**src/rtl/multicycle_ctrl.sv**
```systemverilog
// Multi-cycle control FSM for the shared-ALU / shared-memory datapath.
// Sequences each instruction over several clocks, stalls on mem_ready, counts retirements.
module multicycle_ctrl #(
  parameter int CNT_W = 16
) (
  input  logic             clk,
  input  logic             rst_n,
  input  logic [5:0]       opcode,
  input  logic [5:0]       funct,
  input  logic             zero,
  input  logic             mem_ready,
  output logic             pc_write,
  output logic             pc_write_cond,
  output logic             i_or_d,
  output logic             mem_read,
  output logic             mem_write,
  output logic             ir_write,
  output logic             mem_to_reg,
  output logic             reg_dst,
  output logic             reg_write,
  output logic             alu_src_a,
  output logic [1:0]       alu_src_b,
  output logic [1:0]       alu_op,
  output logic [1:0]       pc_source,
  output logic [3:0]       state_o,
  output logic [CNT_W-1:0] retired,
  output logic             illegal_op
);

  localparam logic [5:0] OP_R    = 6'b000000;
  localparam logic [5:0] OP_LW   = 6'b100011;
  localparam logic [5:0] OP_SW   = 6'b101011;
  localparam logic [5:0] OP_BEQ  = 6'b000100;
  localparam logic [5:0] OP_ADDI = 6'b001000;
  localparam logic [5:0] OP_J    = 6'b000010;

  typedef enum logic [3:0] {
    S_RST   = 4'd0,
    S_FETCH = 4'd1,
    S_DEC   = 4'd2,
    S_MADDR = 4'd3,
    S_MRD   = 4'd4,
    S_MWB   = 4'd5,
    S_MWR   = 4'd6,
    S_REXE  = 4'd7,
    S_RWB   = 4'd8,
    S_BR    = 4'd9,
    S_IEXE  = 4'd10,
    S_IWB   = 4'd11,
    S_JMP   = 4'd12
  } state_t;

  state_t           state_r;
  state_t           next_s;
  logic [CNT_W-1:0] retired_r;
  logic             illegal_r;
  logic             retire_s;
  logic             illegal_s;

  // funct and zero are consumed by the ALU control and PC-enable logic outside this block.
  logic unused_s;
  assign unused_s = ^{funct, zero};

  // State register.
  always_ff @(posedge clk or negedge rst_n) begin
    if (!rst_n) begin
      state_r <= S_RST;
    end else begin
      state_r <= next_s;
    end
  end

  // Retired-instruction counter and sticky illegal-opcode flag.
  always_ff @(posedge clk or negedge rst_n) begin
    if (!rst_n) begin
      retired_r <= {CNT_W{1'b0}};
      illegal_r <= 1'b0;
    end else begin
      if (retire_s) begin
        retired_r <= retired_r + CNT_W'(1);
      end else begin
        retired_r <= retired_r;
      end
      if (illegal_s) begin
        illegal_r <= 1'b1;
      end else begin
        illegal_r <= illegal_r;
      end
    end
  end

  // Next-state and control decode from the registered state and mem_ready.
  always_comb begin
    next_s        = S_FETCH;
    retire_s      = 1'b0;
    illegal_s     = 1'b0;
    pc_write      = 1'b0;
    pc_write_cond = 1'b0;
    i_or_d        = 1'b0;
    mem_read      = 1'b0;
    mem_write     = 1'b0;
    ir_write      = 1'b0;
    mem_to_reg    = 1'b0;
    reg_dst       = 1'b0;
    reg_write     = 1'b0;
    alu_src_a     = 1'b0;
    alu_src_b     = 2'b00;
    alu_op        = 2'b00;
    pc_source     = 2'b00;
    case (state_r)
      S_RST: begin
        next_s = S_FETCH;
      end
      S_FETCH: begin
        mem_read  = 1'b1;
        alu_src_b = 2'b01;
        ir_write  = mem_ready;
        pc_write  = mem_ready;
        if (mem_ready) begin
          next_s = S_DEC;
        end else begin
          next_s = S_FETCH;
        end
      end
      S_DEC: begin
        // Speculative branch target PC+1+imm lands in ALUOut.
        alu_src_b = 2'b10;
        case (opcode)
          OP_LW, OP_SW: next_s = S_MADDR;
          OP_R:         next_s = S_REXE;
          OP_BEQ:       next_s = S_BR;
          OP_ADDI:      next_s = S_IEXE;
          OP_J:         next_s = S_JMP;
          default: begin
            next_s    = S_FETCH;
            illegal_s = 1'b1;
          end
        endcase
      end
      S_MADDR: begin
        alu_src_a = 1'b1;
        alu_src_b = 2'b10;
        if (opcode == OP_SW) begin
          next_s = S_MWR;
        end else begin
          next_s = S_MRD;
        end
      end
      S_MRD: begin
        mem_read = 1'b1;
        i_or_d   = 1'b1;
        if (mem_ready) begin
          next_s = S_MWB;
        end else begin
          next_s = S_MRD;
        end
      end
      S_MWB: begin
        reg_write  = 1'b1;
        mem_to_reg = 1'b1;
        retire_s   = 1'b1;
        next_s     = S_FETCH;
      end
      S_MWR: begin
        mem_write = 1'b1;
        i_or_d    = 1'b1;
        if (mem_ready) begin
          next_s   = S_FETCH;
          retire_s = 1'b1;
        end else begin
          next_s = S_MWR;
        end
      end
      S_REXE: begin
        alu_src_a = 1'b1;
        alu_op    = 2'b10;
        next_s    = S_RWB;
      end
      S_RWB: begin
        reg_write = 1'b1;
        reg_dst   = 1'b1;
        retire_s  = 1'b1;
        next_s    = S_FETCH;
      end
      S_BR: begin
        alu_src_a     = 1'b1;
        alu_op        = 2'b01;
        pc_write_cond = 1'b1;
        pc_source     = 2'b01;
        retire_s      = 1'b1;
        next_s        = S_FETCH;
      end
      S_IEXE: begin
        alu_src_a = 1'b1;
        alu_src_b = 2'b10;
        next_s    = S_IWB;
      end
      S_IWB: begin
        reg_write = 1'b1;
        retire_s  = 1'b1;
        next_s    = S_FETCH;
      end
      S_JMP: begin
        pc_write  = 1'b1;
        pc_source = 2'b10;
        retire_s  = 1'b1;
        next_s    = S_FETCH;
      end
      default: begin
        next_s = S_FETCH;
      end
    endcase
  end

  assign state_o    = state_r;
  assign retired    = retired_r;
  assign illegal_op = illegal_r;

endmodule
```
**config.mk**
```make
export PLATFORM = sky130hd
export DESIGN_NAME = multicycle_ctrl
export DESIGN_NICKNAME = d
export VERILOG_FILES = /design/src/rtl/multicycle_ctrl.sv
export SDC_FILE = /design/constraint.sdc
export NUM_CORES = 1
export LEC_CHECK = 0
export CORE_UTILIZATION = 47
export DETAILED_ROUTE_END_ITERATION = 12
export GPL_ROUTABILITY_DRIVEN = 0
export HOLD_SLACK_MARGIN = 0.06
export PLACE_DENSITY = 0.84
export SLEW_MARGIN = 20
export SYNTH_ARGS = -nofsm -noshare
export SYNTH_HDL_FRONTEND = slang
export SYNTH_SLANG_ARGS = --single-unit
```
**constraint.sdc**
```tcl
create_clock -name clk -period 4.7 [get_ports clk]
set_input_delay 0.47 -clock clk [delete_from_list [all_inputs] [get_ports clk]]
set_output_delay 0.47 -clock clk [all_outputs]
set_load 0.05 [all_outputs]
```
==> flow_summary.json, run 1 <==
{
  "placed_cell_area_um2": 1767,
  "hold_violations": 0,
  "startpoint": "state_o[0]$_DFF_PN0_",
  "vias": 1218,
  "die_h_um": 55.47,
  "vias_per_cell": 5.692,
  "worst_pin_slew_ns": 0.9048,
  "hold_ws_ns": 0.4989,
  "grt.total_usage_pct": 19.42,
  "n_antenna_cell": 0,
  "r2r_start": "state_o[0]$_DFF_PN0_",
  "first_iter_violations": 18,
  "ys_types": 37,
  "r2r_end": "retired[1]$_DFFE_PN0P_",
  "start_kind": "flip-flop",
  "wirelength_mm": 3.017,
  "drv_slew": 0,
  "fin_area_um2": 1793,
  "synth_seq_cells": 21,
  "cts_tree": "done",
  "hold_buffers": 0,
  "clock_sinks": 21,
  "min_to": "retired[15]$_DFFE_PN0P_",
  "drtPass1Iterations": 4,
  "finalSetupViolCount": 0,
  "grt_first_pass_wirelength_mm": 4.878,
  "die_w_um": 55.47,
  "status": "complete, no violations",
  "path_clk_slew_ns": 0.11,
  "syn2layout_area_growth_pct": 33.43,
  "first_global_vias": 1124,
  "seq_area_frac_synth_pct": 39.11,
  "rows": 19,
  "power_leakage_uw": 0.0006881,
  "nNetsFinal": 201,
  "cts_resized": 0,
  "netlist_area_um2": 1344,
  "power_density_nw_per_um2": 576.8,
  "relSlewSlack_pct": 39.49,
  "rr_worst_depth": 4,
  "layout_common_cells": "45 x clkdlybuf4s50_1, 21 x dfrtp_1, 17 x xnor2_1",
  "synth_nets": 162,
  "vdd_ir_drop_max_v": 0.0004397,
  "numCtsBuffers": 3,
  "place_hpwl_mm": 2.245,
  "min_period_ns": 3.049,
  "io_buffer_count": 45,
  "syn_area_per_cell_um2": 9.268,
  "overflow": 0,
  "ys_warn_count": 0,
  "rsz0062_at_grt": "false",
  "postSynth.asyncResetShare_pct": 100.0,
  "worstPathArrival_ns": 2.58,
  "root_buffer": "clkbuf_4",
  "fin_skew_ns": 0.006294,
  "start_util_pct": 49.15,
  "worst_hold_startpoint": "retired[15]$_DFFE_PN0P_",
  "grt_start_max_net_pins": 23,
  "stdcell_count": 214,
  "dieArea_um2": 3077,
  "drc": 0,
  "dp.cells": 210,
  "synth_edf_count": 0,
  "antenna_left": 0,
  "postSynthCellCount": 145,
  "core_area_um2": 2734,
  "fin_util_pct": 65.58,
  "critPathCaptureType": "output port",
  "layout_commonest_cell": "clkdlybuf4s50_1",
  "clk-insertion-delay-late_ns": 0.30,
  "routedWlPerCell_um": 14.10,
  "finalSetupTns_ns": 0,
  "maxCapViolCount": 0,
  "worstHoldPathType": "reg -> reg",
  "synth_ff_type": "dfrtp_1",
  "antenna_found_initial": 0,
  "rrSetupSlack_ns": 2.58,
  "post_cts_buffers": 0,
  "max_freq_ghz": 0.3280,
  "h-tree-depth": 1,
  "fin_crit_sh_pct": 64.87,
  "io_pins": 53,
  "criticalPathCategory": "reg -> out",
  "clockBufferDepth": 2,
  "whs_path_depth": 1,
  "required_ns": 4.23,
  "drive_above_1_share_pct": 4.372,
  "path_max_fanout": 22
}
worst max-delay path by stage:
stage	end	depth (start not counted)
after floorplan	ir_write	3
after global placement	ir_write	3
after detailed placement	ir_write	3
after CTS	ir_write	3
after global routing	ir_write	3
final	ir_write	3
final cells by class:
| class | count | area, um^2 |
|---|---|---|
| flip-flops and latches | 21 | 525.5 |
| multi-input cells | 113 | 752.0 |
| well taps | 31 | 38.79 |
| fillers | 252 | 940.9 |
| clock buffers | 4 | 26.28 |
| repair buffers | 45 | 450.4 |
report_power, final:
group | switching (uW) | internal [uW] | total, uW | leakage, uW
Combinational | 421 | 228 | 649 | 0.000396
Sequential | 87.3 | 214 | 301 | 0.000277
Clock | 51.2 | 33.0 | 84.2 | 0.0000150
per-stage QoR:
step	setup WS (ns)	total power [uW]
final	1.651	1034
after global routing	1.512	1082
after CTS	1.663	1039
after detailed placement	1.962	955.6
after global placement	1.966	941.7
after floorplan	1.580	763.4
Yosys cell counts (3+ instances only):
master	number	area [um^2]
dfrtp_1	21	525.5
xnor2_1	17	148.9
nor2_1	11	41.29
a21oi_1	8	40.04
o2111ai_1	7	61.31
o21ai_0	7	35.03
nor2b_1	6	37.54
clkbuf_1	5	18.77
nand2_1	5	18.77
nand2b_1	5	31.28
nor3_1	5	25.02
o21ai_1	5	25.02
nand3_1	4	20.02
and2_1	3	18.77
and3_1	3	18.77
or4_1	3	22.52
per-layer routing:
layer | global-route usage [%] | part of all wire, % | up-vias | wire length [um]
li1 | - | - | 600 | -
met4 | 6.429 | 0.40 | 0 | 12
met2 | 33.05 | 50 | 38 | 1508
met1 | 25.54 | 45 | 578 | 1363
met3 | 2.576 | 4.4 | 2 | 132
met5 | 0 | 0 | - | 0
cells by family after synthesis:
| logic type | synth area share, % |
|---|---|
| AND/OR/NAND/NOR | 22.63 |
| AO/OA/AOI/OAI | 19.83 |
| flip-flops | 39.11 |
| XOR/XNOR | 11.73 |
| multiplexers | 0.8379 |
| buffers and inverters | 4.935 |
| adder cells (fa/ha/maj) | 0.9309 |
critical path: stages, from the launching register on:
cell,delay (ns)
dfrtp_1,0.76
nand2b_1,0.24
nor4b_1,0.41
clkdlybuf4s50_1,0.88
flip-flops by register name, summed over array words and instances (netlist names):
signal	count
retired	16
illegal_op	1
state_o	4
Power figures use the tool's default switching activity.
==> inputs of run 2 (changes only) <==
--- a/config.mk
+++ b/config.mk
@@ -5,11 +5,11 @@
 export SDC_FILE = /design/constraint.sdc
 export NUM_CORES = 1
 export LEC_CHECK = 0
-export CORE_UTILIZATION = 47
+export CORE_UTILIZATION = 39
 export DETAILED_ROUTE_END_ITERATION = 12
 export GPL_ROUTABILITY_DRIVEN = 0
 export HOLD_SLACK_MARGIN = 0.06
-export PLACE_DENSITY = 0.84
+export PLACE_DENSITY = 0.74
 export SLEW_MARGIN = 20
 export SYNTH_ARGS = -nofsm -noshare
 export SYNTH_HDL_FRONTEND = slang
==> constraint.sdc (replaced) <==
create_clock -name clk -period 2.7 [get_ports clk]
set_input_delay 0.27 -clock clk [delete_from_list [all_inputs] [get_ports clk]]
set_output_delay 0.27 -clock clk [all_outputs]
set_load 0.05 [all_outputs]
==> run 2 against run 1 <==
Against the previous run:
- clock skew down 0.0011 ns
- wire length up 2.1%
- worst hold slack worse by 0.035 ns
- final cell count up 7.9%
- die area up 20%
- sequential share of layout area down 0.89 points
- power up 79%
- clock-buffer cell count down 1
- non-clock buffer count up 4
- flip-flop and latch count unchanged
- largest cell class unchanged
==> flow_summary.json, run 2 (synthesis results as in run 1) <==
{
  "layout_common_cells": "44 x clkdlybuf4s50_1, 21 x dfrtp_1, 17 x xnor2_1",
  "path_max_fanout": 16,
  "multi_input_area_um2": 758.2,
  "rsz0062_at_grt": "false",
  "setup_ws_ns": 0.2283,
  "nNetsFinal": 205,
  "dieArea_um2": 3684,
  "hold_violations": 0,
  "vias": 1246,
  "relSlewSlack_pct": 38.58,
  "n_antenna_cell": 0,
  "path_clk_slew_ns": 0.12,
  "layout_commonest_cell": "clkdlybuf4s50_1",
  "die_h_um": 60.70,
  "fin_crit_sh_pct": 91.54,
  "pwr-share-comb_pct": 67.2,
  "criticalPathCategory": "reg -> out",
  "fillerInstances": 297,
  "finalSetupTns_ns": 0,
  "post_cts_buffers": 0,
  "finalSetupViolCount": 0,
  "place_hpwl_mm": 2.298,
  "r2r_start": "state_o[3]$_DFF_PN0_",
  "first_iter_violations": 71,
  "total_power_uw": 1851,
  "seqPwrFrac_pct": 24.6,
  "core_area_um2": 3153,
  "start_kind": "flip-flop",
  "cts_tree": "done",
  "root_buffer": "clkbuf_4",
  "numCtsBuffers": 3,
  "vias_per_cell": 5.394,
  "io_buffer_count": 45,
  "path_delay_family": "buffers and inverters",
  "switchingPower_uw": 992.5,
  "dp_slack_ns": 0.3903,
  "clock_sinks": 21,
  "clkPwrFrac_pct": 8.2,
  "fin_skew_ns": 0.005239,
  "io_pins": 53,
  "path_buf_inv": 1,
  "crit_chain": "nand2b_1, nor2_1, clkdlybuf4s50_1",
  "clk-insertion-delay-late_ns": 0.31,
  "worstHoldPathType": "in -> async",
  "internal_power_uw": 858.4,
  "rows": 20,
  "max_freq_ghz": 0.4046,
  "grt.total_usage_pct": 18.81,
  "syn2layout_area_growth_pct": 37.62,
  "min_period_ns": 2.472,
  "crit_slowest_cell": "clkdlybuf4s50_1",
  "startpoint": "state_o[0]$_DFF_PN0_",
  "drv_slew": 0,
  "largest_reg_flops": 16,
  "drtPass1Iterations": 5,
  "routedWlPerCell_um": 13.34,
  "critPathMaxStageDelay_ns": 0.83,
  "wirelength_mm": 3.081,
  "p_sw_share_pct": 53.62,
  "critPathCaptureType": "output port",
  "drive_above_1_share_pct": 7.487,
  "antenna_found_initial": 0,
  "worst_pin_slew_ns": 0.9184,
  "die_w_um": 60.70,
  "vdd_ir_drop_max_v": 0.0005692,
  "h-tree-depth": 1,
  "maxCapViolCount": 0,
  "first_global_vias": 1127,
  "grt_first_pass_wirelength_mm": 5.181,
  "overflow": 0,
  "hold_ws_ns": 0.4634,
  "power_density_nw_per_um2": 1001,
  "antenna_left": 0,
  "grt_start_max_net_pins": 22,
  "start_util_pct": 42.62,
  "power_leakage_uw": 0.0007283,
  "status": "complete, no violations",
  "worstPathArrival_ns": 2.20,
  "regArea_um2": 525.5,
  "required_ns": 2.43,
  "drc": 0,
  "clockBufferDepth": 2
}
==> run 2: cell types whose count changed in the layout (fill, tap and decap cells not counted) <==
cell             before  now
buf_4                 0    4
clkbuf_1              1    0
clkdlybuf4s50_1      45   44
clkinv_2              0    1
dlymetal6s2s_1        0    1
nor4b_1               1    0
nor4b_2               0    1
==> run 2: area by class of cell <==
class | instances | share of cell area (%)
clock inverters | 1 | 0.2706
clock buffers | 3 | 1.218
multi-input cells | 113 | 41.00
repair buffers | 49 | 26.12
flip-flops and latches | 21 | 28.42
well taps | 44 | 2.977
==> run 2: metal layers <==
metal  vias to the layer above  wire length [um]  GRT usage (%)  part of all wire [%]
met5                         -                 0              0                     0
li1                        604                 -              -                     -
met3                         5               182          2.772                   5.9
met1                       581              1368          24.93                    44
met4                         0                25          4.870                  0.81
met2                        56              1505          32.34                    49
==> run 2: power groups by stage <==
stage	Clock (uW)	Combinational [uW]	Sequential [uW]
floorplan	0	681	654
global placement	0	1230	456
detailed placement	0	1250	462
CTS	156	1250	456
global route	170	1320	469
finish	152	1240	455
==> run 2: stage by stage <==
stage / instances / cell area (um^2) / utilization (%)
CTS: 231 / 1847 / 58.57
detailed placement: 227 / 1819 / 57.70
global route: 231 / 1849 / 58.65
global placement: 227 / 1819 / 57.70
floorplan: 145 / 1350 / -
finish: 231 / 1849 / 58.65
==> run 2: worst paths after layout <==
kind | to | depth (start not counted) | slack, ns
max | pc_source[0] | 3 | 0.23
min | retired[2]$_DFFE_PN0P_ | 1 | 0.46
max reg2reg | retired[1]$_DFFE_PN0P_ | 5 | 0.71
min reg2reg | retired[15]$_DFFE_PN0P_ | 1 | 0.49
max in group asynchronous | retired[7]$_DFFE_PN0P_ | 1 | 1.68
min in group clk | retired[15]$_DFFE_PN0P_ | 1 | 0.49
==> run 2: worst reg2reg max path, cell delays in order, from the launching register on <==
cell      delay (ns)
dfrtp_1         0.42
buf_4           0.19
nand3b_1        0.18
a21oi_2         0.60
nor2_1          0.16
mux2_1          0.35
==> run 2: timing repair <==
item,4_1_cts,5_1_grt
endpoints found under the setup margin,0,1
resized for setup,0,1
hold buffers,0,0
==> inputs of run 3 (changes only) <==
--- a/config.mk
+++ b/config.mk
@@ -5,6 +5,7 @@
 export SDC_FILE = /design/constraint.sdc
 export NUM_CORES = 1
 export LEC_CHECK = 0
+export CORE_ASPECT_RATIO = 0.7
 export CORE_UTILIZATION = 39
 export DETAILED_ROUTE_END_ITERATION = 12
 export GPL_ROUTABILITY_DRIVEN = 0
==> run 3 against run 2 <==
Against the previous run:
- clock-buffer cell count rose by 1
- clock power increased by 34%
- wire length up 3.5%
- sequential power grew 3%
- clock skew decreased by 0.0039 ns
- fmax decreased by 1.6%
- final cell count is 1.7% higher
- die area about the same
- power is 3.7% higher
- first-iteration DRC count grew 72%
- largest cell class unchanged
- highest routed layer unchanged
==> flow_summary.json, run 3 (synthesis results as in run 1) <==
{
  "layout_common_cells": "45 x clkdlybuf4s50_1, 21 x dfrtp_1, 17 x xnor2_1",
  "n_antenna_cell": 0,
  "place_hpwl_mm": 2.409,
  "hold_violations": 0,
  "min_period_ns": 2.511,
  "rr_worst_depth": 4,
  "worstPathArrival_ns": 2.24,
  "cts_tree": "done",
  "vdd_ir_drop_max_v": 0.0005225,
  "path_clk_slew_ns": 0.07,
  "fin_crit_sh_pct": 92.99,
  "core_area_um2": 3212,
  "grt_start_max_net_pins": 22,
  "drtPass1Iterations": 4,
  "antenna_found_initial": 0,
  "first_global_vias": 1111,
  "drv_slew": 0,
  "power_density_nw_per_um2": 1024,
  "clockBufferDepth": 2,
  "grt_first_pass_wirelength_mm": 5.264,
  "worst_pin_slew_ns": 0.9256,
  "startpoint": "state_o[2]$_DFF_PN0_",
  "required_ns": 2.43,
  "post_cts_buffers": 0,
  "crit_slowest_cell": "clkdlybuf4s50_1",
  "worst-path-stages": 5,
  "finalSetupViolCount": 0,
  "power_leakage_uw": 0.0007238,
  "maxCapViolCount": 0,
  "grt.total_usage_pct": 18.52,
  "syn2layout_area_growth_pct": 39.57,
  "worstHoldPathType": "reg -> reg",
  "path_max_fanout": 9,
  "path_delay_family": "buffers and inverters",
  "layout_commonest_cell": "clkdlybuf4s50_1",
  "dp.cells": 231,
  "routedWlPerCell_um": 13.57,
  "hold_ws_ns": 0.4761,
  "die_h_um": 51.11,
  "io_pins": 53,
  "r2r_start": "state_o[0]$_DFF_PN0_",
  "root_buffer": "clkbuf_8",
  "overflow": 0,
  "stdcell_count": 235,
  "hold_buffers": 0,
  "rsz0062_at_grt": "false",
  "criticalPathCategory": "reg -> out",
  "fin_util_pct": 58.39,
  "rows": 17,
  "start_util_pct": 41.84,
  "fin_skew_ns": 0.001324,
  "max_freq_ghz": 0.3983,
  "cts_resized": 0,
  "status": "complete, no violations",
  "nNetsFinal": 206,
  "clk-insertion-delay-late_ns": 0.26,
  "start_kind": "flip-flop",
  "path_buf_inv": 1,
  "dieArea_um2": 3688,
  "die_w_um": 72.16,
  "io_buffer_count": 45,
  "rrSetupSlack_ns": 0.80,
  "crit_end": "reg_write",
  "vias_per_cell": 5.294,
  "worst_hold_startpoint": "retired[15]$_DFFE_PN0P_",
  "critPathMaxStageDelay_ns": 0.84,
  "vias": 1244,
  "drive_above_1_share_pct": 7.447,
  "relSlewSlack_pct": 38.10,
  "h-tree-depth": 1,
  "largest_reg_flops": 16,
  "wirelength_mm": 3.188,
  "critPathCaptureType": "output port",
  "clock_sinks": 21,
  "crit_chain": "nand2b_1, nor2_1, a21oi_1, o22ai_1, clkdlybuf4s50_1",
  "r2r_end": "retired[1]$_DFFE_PN0P_",
  "numCtsBuffers": 3,
  "drc": 0,
  "finalSetupTns_ns": 0,
  "antenna_left": 0,
  "first_iter_violations": 122
}
## run 3: cell count changes in the layout (fill, tap and decap cells not counted)
cell,previous run,this run
clkdlybuf4s50_1,44,45
clkbuf_8,0,3
buf_4,4,5
clkbuf_1,0,1
dlymetal6s2s_1,1,0
clkbuf_4,3,0
clkinv_2,1,0
## run 3: worst min-delay path by stage
stage               cells past startpoint                       to
global placement                        1  retired[15]$_DFFE_PN0P_
detailed placement                      1  retired[15]$_DFFE_PN0P_
CTS                                     1  retired[15]$_DFFE_PN0P_
floorplan                               0   illegal_op$_DFFE_PN0P_
finish                                  1  retired[15]$_DFFE_PN0P_
global route                            1  retired[15]$_DFFE_PN0P_
## run 3: area by class of cell
cell class / instances / area, um^2
fill: 305 / 1336
multi-input combinational: 113 / 758.2
sequential: 21 / 525.5
timing repair buffer: 50 / 488.0
tap: 47 / 58.81
clock buffer: 4 / 45.04
## run 3: per-stage QoR
step	setup WS [ns]	power [uW]	instance area, um^2
2_1_floorplan	0.1603	1334	1350
3_3_place_gp	0.3957	1704	1831
3_5_place_dp	0.4006	1719	1831
4_1_cts	0.1891	1929	1876
5_1_grt	0.07092	2022	1876
6_report	0.1892	1920	1876
## run 3: report_power, final
group          leakage (uW)  switching, uW  internal (uW)
clock             0.0000228           98.2            105
sequential         0.000277           92.0            374
combinational      0.000424            814            435
## run 3: per-layer routing
layer | part of all wire, % | global-route usage (%) | up-vias
met2 | 47 | 28.82 | 29
met4 | 1.5 | 5.556 | 0
met5 | 0 | 0 | -
li1 | - | - | 613
met3 | 3.2 | 3.945 | 7
met1 | 48 | 25.87 | 595
## run 3: worst reg2reg max path, stage by stage, from the launching register on
cell and delay, ns:
dfrtp_1 0.56, and2b_4 0.27, a32o_2 0.38, nor2_1 0.23
mux2_1 0.35
